**src/rtl/trap_pkg.sv**
```systemverilog
// Shared constants and types for the MIPS trap controller:
// ExcCodes, SYSCALL/BREAK/ERET encodings and the FSM state enum.
package trap_pkg;

  localparam int EXC_W = 6;

  localparam logic [EXC_W-1:0] EXC_ADEL = 6'd4;
  localparam logic [EXC_W-1:0] EXC_SYS  = 6'd8;
  localparam logic [EXC_W-1:0] EXC_BP   = 6'd9;
  localparam logic [EXC_W-1:0] EXC_OV   = 6'd12;

  localparam logic [5:0]  OP_SPECIAL = 6'b000000;
  localparam logic [5:0]  FN_SYSCALL = 6'b001100;
  localparam logic [5:0]  FN_BREAK   = 6'b001101;
  localparam logic [31:0] ERET_INSTR = 32'h4200_0018;

  typedef enum logic [2:0] {
    IDLE       = 3'd0,
    TRAP_FLUSH = 3'd1,
    TRAP_REDIR = 3'd2,
    ERET_FLUSH = 3'd3,
    ERET_REDIR = 3'd4
  } trap_state_e;

endpackage

```
**src/rtl/trap_decode.sv**
```systemverilog
// Combinational trap decode: SYSCALL/BREAK/ERET plus external flags.
// In: instr, ovf_exc, adel_exc. Out: exc_pending, exc_code, is_eret.
module trap_decode
  import trap_pkg::*;
(
  input  logic [31:0]      instr,
  input  logic             ovf_exc,
  input  logic             adel_exc,
  output logic             exc_pending,
  output logic [EXC_W-1:0] exc_code,
  output logic             is_eret
);

  logic is_special;
  logic is_sys;
  logic is_bp;

  assign is_special = (instr[31:26] == OP_SPECIAL);
  assign is_sys     = is_special && (instr[5:0] == FN_SYSCALL);
  assign is_bp      = is_special && (instr[5:0] == FN_BREAK);
  assign is_eret    = (instr == ERET_INSTR);

  assign exc_pending = adel_exc | ovf_exc | is_sys | is_bp;

  // Several sources may fire together, so this is a priority chain.
  always_comb begin
    exc_code = '0;
    if (adel_exc)
      exc_code = EXC_ADEL;
    else if (ovf_exc)
      exc_code = EXC_OV;
    else if (is_sys)
      exc_code = EXC_SYS;
    else if (is_bp)
      exc_code = EXC_BP;
  end

endmodule

```
**src/rtl/trap_unit.sv**
```systemverilog
// Trap controller: captures EPC/cause/BadVAddr, flushes, redirects fetch.
// Ports: instr/flags in, flush/stall/redirect handshake out, CP0 regs out.
// TRAP_COUNT_EN adds a saturating 16-bit trap_count output.
module trap_unit
  import trap_pkg::*;
#(
  parameter int              DATA_W       = 32,
  parameter int              CODE_W       = 6,
  parameter logic [DATA_W-1:0] VECTOR_ADDR = 32'hBFC0_0380,
  parameter int              FLUSH_CYCLES = 2
) (
  input  logic              clk,
  input  logic              rst_n,
  input  logic              instr_valid,
  input  logic [31:0]       instr,
  input  logic [DATA_W-1:0] instr_pc,
  input  logic              in_delay_slot,
  input  logic              ovf_exc,
  input  logic              adel_exc,
  input  logic [DATA_W-1:0] bad_addr_in,
  input  logic              redirect_ready,
  output logic              flush,
  output logic              stall_req,
  output logic              redirect_valid,
  output logic [DATA_W-1:0] redirect_pc,
  output logic [DATA_W-1:0] epc,
  output logic [CODE_W-1:0] cause_code,
  output logic              cause_bd,
  output logic [DATA_W-1:0] bad_vaddr,
  output logic              exl
`ifdef TRAP_COUNT_EN
  ,
  output logic [15:0]       trap_count
`endif
);

  localparam logic [3:0] FLUSH_LD = 4'(FLUSH_CYCLES);

  trap_state_e state;
  trap_state_e state_nx;
  logic [3:0]  cnt;
  logic [3:0]  cnt_nx;

  logic             exc_pending;
  logic [EXC_W-1:0] exc_code;
  logic             is_eret;
  logic             take_trap;
  logic             take_eret;
  logic             exl_clr;

  trap_decode u_dec (
    .instr       (instr),
    .ovf_exc     (ovf_exc),
    .adel_exc    (adel_exc),
    .exc_pending (exc_pending),
    .exc_code    (exc_code),
    .is_eret     (is_eret)
  );

  // Exceptions are dropped while the handler runs (exl=1);
  // exl=1 also rules out a trap, so an ERET never races one.
  assign take_trap = (state == IDLE) && instr_valid
                   && exc_pending && !exl;
  assign take_eret = (state == IDLE) && instr_valid
                   && is_eret && exl;

  assign stall_req = (state != IDLE);

  always_comb begin
    state_nx       = state;
    cnt_nx         = cnt;
    flush          = 1'b0;
    redirect_valid = 1'b0;
    redirect_pc    = '0;
    exl_clr        = 1'b0;
    unique case (state)
      IDLE: begin
        if (take_trap) begin
          state_nx = TRAP_FLUSH;
          cnt_nx   = FLUSH_LD;
        end else if (take_eret) begin
          state_nx = ERET_FLUSH;
          cnt_nx   = FLUSH_LD;
        end
      end
      TRAP_FLUSH: begin
        flush = 1'b1;
        if (cnt <= 4'd1) begin
          state_nx = TRAP_REDIR;
          cnt_nx   = '0;
        end else begin
          cnt_nx = cnt - 4'd1;
        end
      end
      ERET_FLUSH: begin
        flush = 1'b1;
        if (cnt <= 4'd1) begin
          state_nx = ERET_REDIR;
          cnt_nx   = '0;
        end else begin
          cnt_nx = cnt - 4'd1;
        end
      end
      TRAP_REDIR: begin
        redirect_valid = 1'b1;
        redirect_pc    = VECTOR_ADDR;
        if (redirect_ready)
          state_nx = IDLE;
      end
      ERET_REDIR: begin
        redirect_valid = 1'b1;
        redirect_pc    = epc;
        if (redirect_ready) begin
          state_nx = IDLE;
          exl_clr  = 1'b1;
        end
      end
      default: begin
        state_nx = IDLE;
        cnt_nx   = '0;
      end
    endcase
  end

  always_ff @(posedge clk or negedge rst_n) begin
    if (!rst_n) begin
      state <= IDLE;
      cnt   <= '0;
    end else begin
      state <= state_nx;
      cnt   <= cnt_nx;
    end
  end

  // A delay-slot fault restarts at the branch, one word back.
  always_ff @(posedge clk or negedge rst_n) begin
    if (!rst_n) begin
      epc        <= '0;
      cause_code <= '0;
      cause_bd   <= 1'b0;
      bad_vaddr  <= '0;
      exl        <= 1'b0;
    end else begin
      if (take_trap) begin
        epc        <= in_delay_slot
                    ? instr_pc - DATA_W'(4)
                    : instr_pc;
        cause_code <= CODE_W'(exc_code);
        cause_bd   <= in_delay_slot;
        exl        <= 1'b1;
        if (adel_exc)
          bad_vaddr <= bad_addr_in;
      end else if (exl_clr) begin
        exl <= 1'b0;
      end
    end
  end

`ifdef TRAP_COUNT_EN
  always_ff @(posedge clk or negedge rst_n) begin
    if (!rst_n)
      trap_count <= '0;
    else if (take_trap && trap_count != 16'hFFFF)
      trap_count <= trap_count + 16'd1;
  end
`endif

endmodule

```
**config.mk**
```make
export PLATFORM = sky130hd
export DESIGN_NAME = trap_unit
export DESIGN_NICKNAME = d
export VERILOG_FILES = /design/src/rtl/trap_pkg.sv /design/src/rtl/trap_decode.sv /design/src/rtl/trap_unit.sv
export SDC_FILE = /design/constraint.sdc
export NUM_CORES = 1
export LEC_CHECK = 0
export BUFFER_PORTS_ARGS = -buffer_cell sky130_fd_sc_hd__buf_2
export CORE_MARGIN = 4
export CORE_UTILIZATION = 46
export DETAILED_ROUTE_END_ITERATION = 8
export GPL_TIMING_DRIVEN = 0
export PLACE_DENSITY_LB_ADDON = 0.2
export SYNTH_ARGS = -nofsm -noshare
export SYNTH_HDL_FRONTEND = slang
export SYNTH_SLANG_ARGS = --single-unit
```
**constraint.sdc**
```tcl
create_clock -name clk -period 2.8 [get_ports clk]
set_clock_uncertainty 0.15 [all_clocks]
set_input_delay 0.42 -clock clk [delete_from_list [all_inputs] [get_ports clk]]
set_output_delay 0.42 -clock clk [all_outputs]
set_load 0.05 [all_outputs]
```
Word level (Yosys, flattened, before mapping)
Index checks and enable logic that the tools add are counted. W data, S select, Z words.

Output and inout bits: 107. Register bits: 79. Word-level logic and storage cells: 64.

Muxes and demuxes: 22. $lt $le $gt $ge: 1. Bitwise gates (word level): 4. Reduce and logical (&&, ||, !) cells: 17. Eq/ne operators: 11. Add/sub/neg operators: 2.

Operator list (count): $pmux W32 S2 (1); $eq A32 B31 Y1 const B (1); $mux W32 (1); $sub A32 B3 Y32 const B (1); $mux W6 (3); $mux W4 (4); $mux W3 (5); $eq A6 B4 Y1 const B (2); $pmux W3 S4 (1); $pmux W4 S3 (1); $logic_and A1 B1 Y1 (7); $eq A3 B2 Y1 const B (2); $logic_not A6 Y1 (1); $mux W1 (6); $le A4 B1 Y1 const B (1); $ne A2 B2 Y1 const B (2); $reduce_and A2 Y1 (2); $reduce_and A4 Y1 (1); $reduce_or A2 Y1 (2); $sub A4 B1 Y4 const B (1); $eq A3 B1 Y1 const B (1); $eq A3 B3 Y1 const B (1); $logic_not A3 Y1 (1); $ne A3 B3 Y1 const B (1); other kinds (6) (8).

Depth between registers and ports, before layout
Depth in word-level cells: 8. Gate-level depth with buffers: 8.

Modules after synthesis
From an unflattened synthesis, not the netlist that was laid out.

Cells, all modules: 416. Area total of the unflattened synthesis: 4120.2 µm².

Modules (own cells, without submodules): trap_unit (area an instance 3937.5 µm², seq. area each 1976.9 µm², cells an instance 393, times used 1); trap_decode (area an instance 182.7 µm², seq. area each 0.0 µm², cells an instance 23, times used 1).

Least setup slack after synthesis
OpenSTA, ideal clock, no wires.

Path kind: reg2out. Start point: reg state[2]. End point: out redirect_pc[22]. Data arrival time: 1.824 ns. Buffers on the path: 1. Stages on the path, launching flop included: 5. Setup slack: 0.406 ns. Cells stage by stage: dfrtp_1 -> nor2b_1 -> clkbuf_1 -> nand2_1 -> a21oi_1.

Word-level cells in the longest chain between the ends: 2. Elaborated cells on any way between the ends: 3. Classes of those cells: 2 x eq/ne; 1 x mux.

Ends and longest elaborated chain: start, declared (line trap_unit.sv:39) `trap_state_e state;`; start signal, assigned (line trap_unit.sv:130) `state <= state_nx;`; $eq A3 B3 Y1 or $eq A3 B2 Y1 (tied branches) (line trap_unit.sv:76) `unique case (state)`; $pmux W32 S2 * (line trap_unit.sv:76); end, declared (line trap_unit.sv:25) `output logic [DATA_W-1:0] redirect_pc,`.

Mark *: on every way between the ends. The rest lies on a longest branch, timed or not.

Worst setup path after layout
Start point: reg state[2]. End point: out redirect_pc[5].

Same word-level chain as after synthesis.

==> impl_metrics.tcl <==
set metrics [dict create \
    status "complete, no violations" \
    dieHeight_um 102 \
    via_per_inst 5.11 \
    cp_max_fo 10 \
    cap_viol_max_count 0 \
    nNetsFinal 715 \
    vdd_drop_max_mv 0.870 \
    ys_types 51 \
    grt_pass1_vias 3606 \
    fp.dieW_um 102 \
    final_area_mm2 0.00544 \
    syn_area_per_cell_um2 10.4 \
    gp_congestion 0.788 \
    core_mm2 0.00838 \
    leakagePower_nw 2.63 \
    min_period_over_period 0.888 \
    portBuffers 205 \
    setup_viol 0 \
    cp-start-kind "register" \
    syn_area_mm2 0.00405 \
    totalWireLength_mm 11.3 \
    pwr-share-comb 0.604 \
    crit_path_top_delay_cell "dfrtp_1" \
    clkTransAtPathRegs_ns 0.08 \
    placedInstanceArea_mm2 0.00524 \
    powerDensity_mw_per_mm2 1270 \
    cts_inserted_buffers 9 \
    initial_core_util 0.483 \
    critPathTopFamily "buffers and inverters" \
    cts_setup_buffers 0 \
    yosysWarnings 0 \
    ys_ff_latch 76 \
    synth-seq-area-share 0.469 \
    synth_flop_cell "dfrtp_1" \
    dr.first_iter.drc_count 107 \
    nFillCells 722 \
    drc 0 \
    power_frac_seq 0.287 \
    synth_edf_count 0 \
    max_freq_ghz 0.402 \
    root_buffer "clkbuf_8" \
    fp-row-count 33 \
    whs_ns 0.140 \
    period_needed_ns 2.49 \
    slowest_delay_ns 0.50 \
    clock_path_buffers 2 \
    dpl.hpwl_mm 8.97 \
    criticalPathCategory "reg2out" \
    finalNonFillerCells 719 \
    cp-end-kind "output port" \
    finalHoldViolations 0 \
    crit_arrival_ns 1.92 \
    post_drt_wl_per_cell_um 15.7 \
    via_count 3673 \
    antenna_found_initial 0 \
    grt_setup_unrepaired "no" \
    first_pass_iters 4 \
    num_antenna_cells 0 \
    relSlewSlack 0.403 \
    syn2layout_area_growth_pct 34.2 \
    max_slew.worst_pin.slew_ns 0.888 \
    clock-sinks 76 \
    clkLatencyLatePin_ns 0.34 \
    grt_first_pass_wirelength_mm 17.6 \
    dieArea_mm2 0.0104 \
    cp_cell_sequence "nor3b_2 > clkbuf_2 > and2_1 > buf_2" \
    grt-ovfl-total 0 \
    drive_above_1_share 0.435 \
    grt_usage 0.215 \
    swShare 0.570 \
    required_ns 2.23 \
    synthCells 389 \
    async_flop_share 1.00 \
    cts_tree "yes" \
    p_sw_mw 3.93 \
    hold_class "in2reg" \
    htreeDepth 3 \
    clkPwrFrac 0.110 \
    report.final.slew_viol_count 0 \
    ios 210 \
    crit_buf_inv 2 \
    place_inst 702 \
    antenna_left 0 \
    setup_tns_ns 0 \
    grt_max_degree 44 \
    p_int_mw 2.96 \
]
[cells in the final DEF, fill, tap and decap left out, types with 2 or more instances in the layout]
cell type,Yosys,final
xor2_1,7,7
a21oi_2,3,3
nor2_1,45,45
a31oi_1,4,4
mux2_1,36,36
clkbuf_1,5,2
ha_1,3,3
a21oi_1,39,39
xnor2_1,20,20
nor4b_1,2,2
o21ai_0,5,5
o31ai_1,3,3
nand4_1,2,2
dfrtp_1,76,76
o21ai_1,4,4
buf_2,8,212
clkbuf_2,0,3
clkinv_2,0,3
nand3_1,4,4
nand2_1,26,26
clkbuf_8,0,10
nand2b_1,3,3
conb_1,1,3
nor3_1,7,7
o21a_1,2,2
nor4_1,7,7
a31o_1,2,2
or3_1,6,6
buf_4,7,8
clkinv_4,0,2
nor4_4,2,2
inv_1,7,7
nor2b_1,2,2
nor4_2,10,10
and2_1,20,20
[synth_stat cells (2+ instances only)]
cell type | count | area, um2
a21oi_1 | 39 | 195
a21oi_2 | 3 | 26.3
a31o_1 | 2 | 17.5
a31oi_1 | 4 | 25.0
and2_1 | 20 | 125
buf_2 | 8 | 40.0
buf_4 | 7 | 52.6
clkbuf_1 | 5 | 18.8
dfrtp_1 | 76 | 1900
ha_1 | 3 | 37.5
inv_1 | 7 | 26.3
mux2_1 | 36 | 405
nand2_1 | 26 | 97.6
nand2b_1 | 3 | 18.8
nand3_1 | 4 | 20.0
nand4_1 | 2 | 12.5
nor2_1 | 45 | 169
nor2b_1 | 2 | 12.5
nor3_1 | 7 | 35.0
nor3b_1 | 2 | 15.0
nor4_1 | 7 | 43.8
nor4_2 | 10 | 125
nor4_4 | 2 | 42.5
nor4b_1 | 2 | 17.5
o21a_1 | 2 | 15.0
o21ai_0 | 5 | 25.0
o21ai_1 | 4 | 20.0
o31ai_1 | 3 | 22.5
or3_1 | 6 | 37.5
xnor2_1 | 20 | 175
xor2_1 | 7 | 61.3
[per-stage QoR]
step	worst slack, ns	total power [mW]	util
after floorplan	0.406	5.11	-
after global placement	0.348	6.10	0.622
after detailed placement	0.335	6.19	0.625
after CTS	0.146	6.96	0.648
after global routing	0.135	7.28	0.648
final	0.313	6.90	0.648
[layout make-up]
type / count / area, um2 / share of cell area
multi-input combinational: 287 / 2020 / 0.372
timing repair buffer: 207 / 1060 / 0.195
inverter: 8 / 30.0 / 0.00552
sequential: 76 / 1900 / 0.350
clock inverter: 6 / 40.0 / 0.00737
clock buffer: 10 / 138 / 0.0253
buffer: 20 / 115 / 0.0212
tap: 105 / 131 / 0.0242
[cell families after synthesis]
kind of cell | after synthesis | share of synthesized area
buffers and inverters | 28 | 0.0349
AND/OR/NAND/NOR | 152 | 0.233
XOR/XNOR | 27 | 0.0584
AO/OA/AOI/OAI | 65 | 0.0917
other | 1 | 0.000926
flip-flops | 76 | 0.469
multiplexers | 37 | 0.103
adder cells (fa/ha/maj) | 3 | 0.00927
[flip-flops by register name, indices dropped and copies added (netlist names)]
name        flops
exl             1
epc            32
cnt             4
cause_code      3
state           3
cause_bd        1
bad_vaddr      32
[worst register-to-register path, cell delays in order, from the launching register on]
cell and delay [ns]:
dfrtp_1 0.40, inv_1 0.11, ha_1 0.20, nor2_1 0.06
o31ai_1 0.72, nor2_1 0.11, o21a_1 0.20, a311o_1 0.31
[final timing paths]
path	from	end	slack, ns	cells past startpoint
hold reg to reg	bad_vaddr[6]$_DFFE_PN0P_	bad_vaddr[6]$_DFFE_PN0P_	0.34	1
setup / recovery	state[2]$_DFFE_PN0P_	redirect_pc[5]	0.31	4
hold / removal	bad_addr_in[15]	bad_vaddr[15]$_DFFE_PN0P_	0.14	2
min in group asynchronous	rst_n	epc[29]$_DFFE_PN0P_	0.41	2
setup reg to reg	cnt[1]$_DFFE_PN0P_	cnt[2]$_DFFE_PN0P_	0.45	7
max in group asynchronous	rst_n	bad_vaddr[8]$_DFFE_PN0P_	1.50	3
[per-layer routing]
layer	GRT usage	vias up	wire [um]
met5	0	-	0
met4	0.0444	0	63
met3	0.0491	6	858
met2	0.366	145	5570
met1	0.285	1727	4790
li1	-	1795	-
[power by group through the flow]
| stage | logic (mW) | registers [mW] | clock network [mW] |
|---|---|---|---|
| floorplan | 1.46 | 3.65 | 0 |
| global placement | 4.13 | 1.97 | 0 |
| detailed placement | 4.20 | 1.99 | 0 |
| CTS | 4.20 | 1.98 | 0.778 |
| global route | 4.38 | 2.05 | 0.840 |
| finish | 4.16 | 1.98 | 0.757 |
[timing repair]
action                                  in CTS  in global routing
gates resized for setup                      2                  4
endpoints found under the setup margin      20                  9
hold endpoints to repair                    33                  0
hold buffers                                 1                  0
Power figures use the tool's default switching activity.
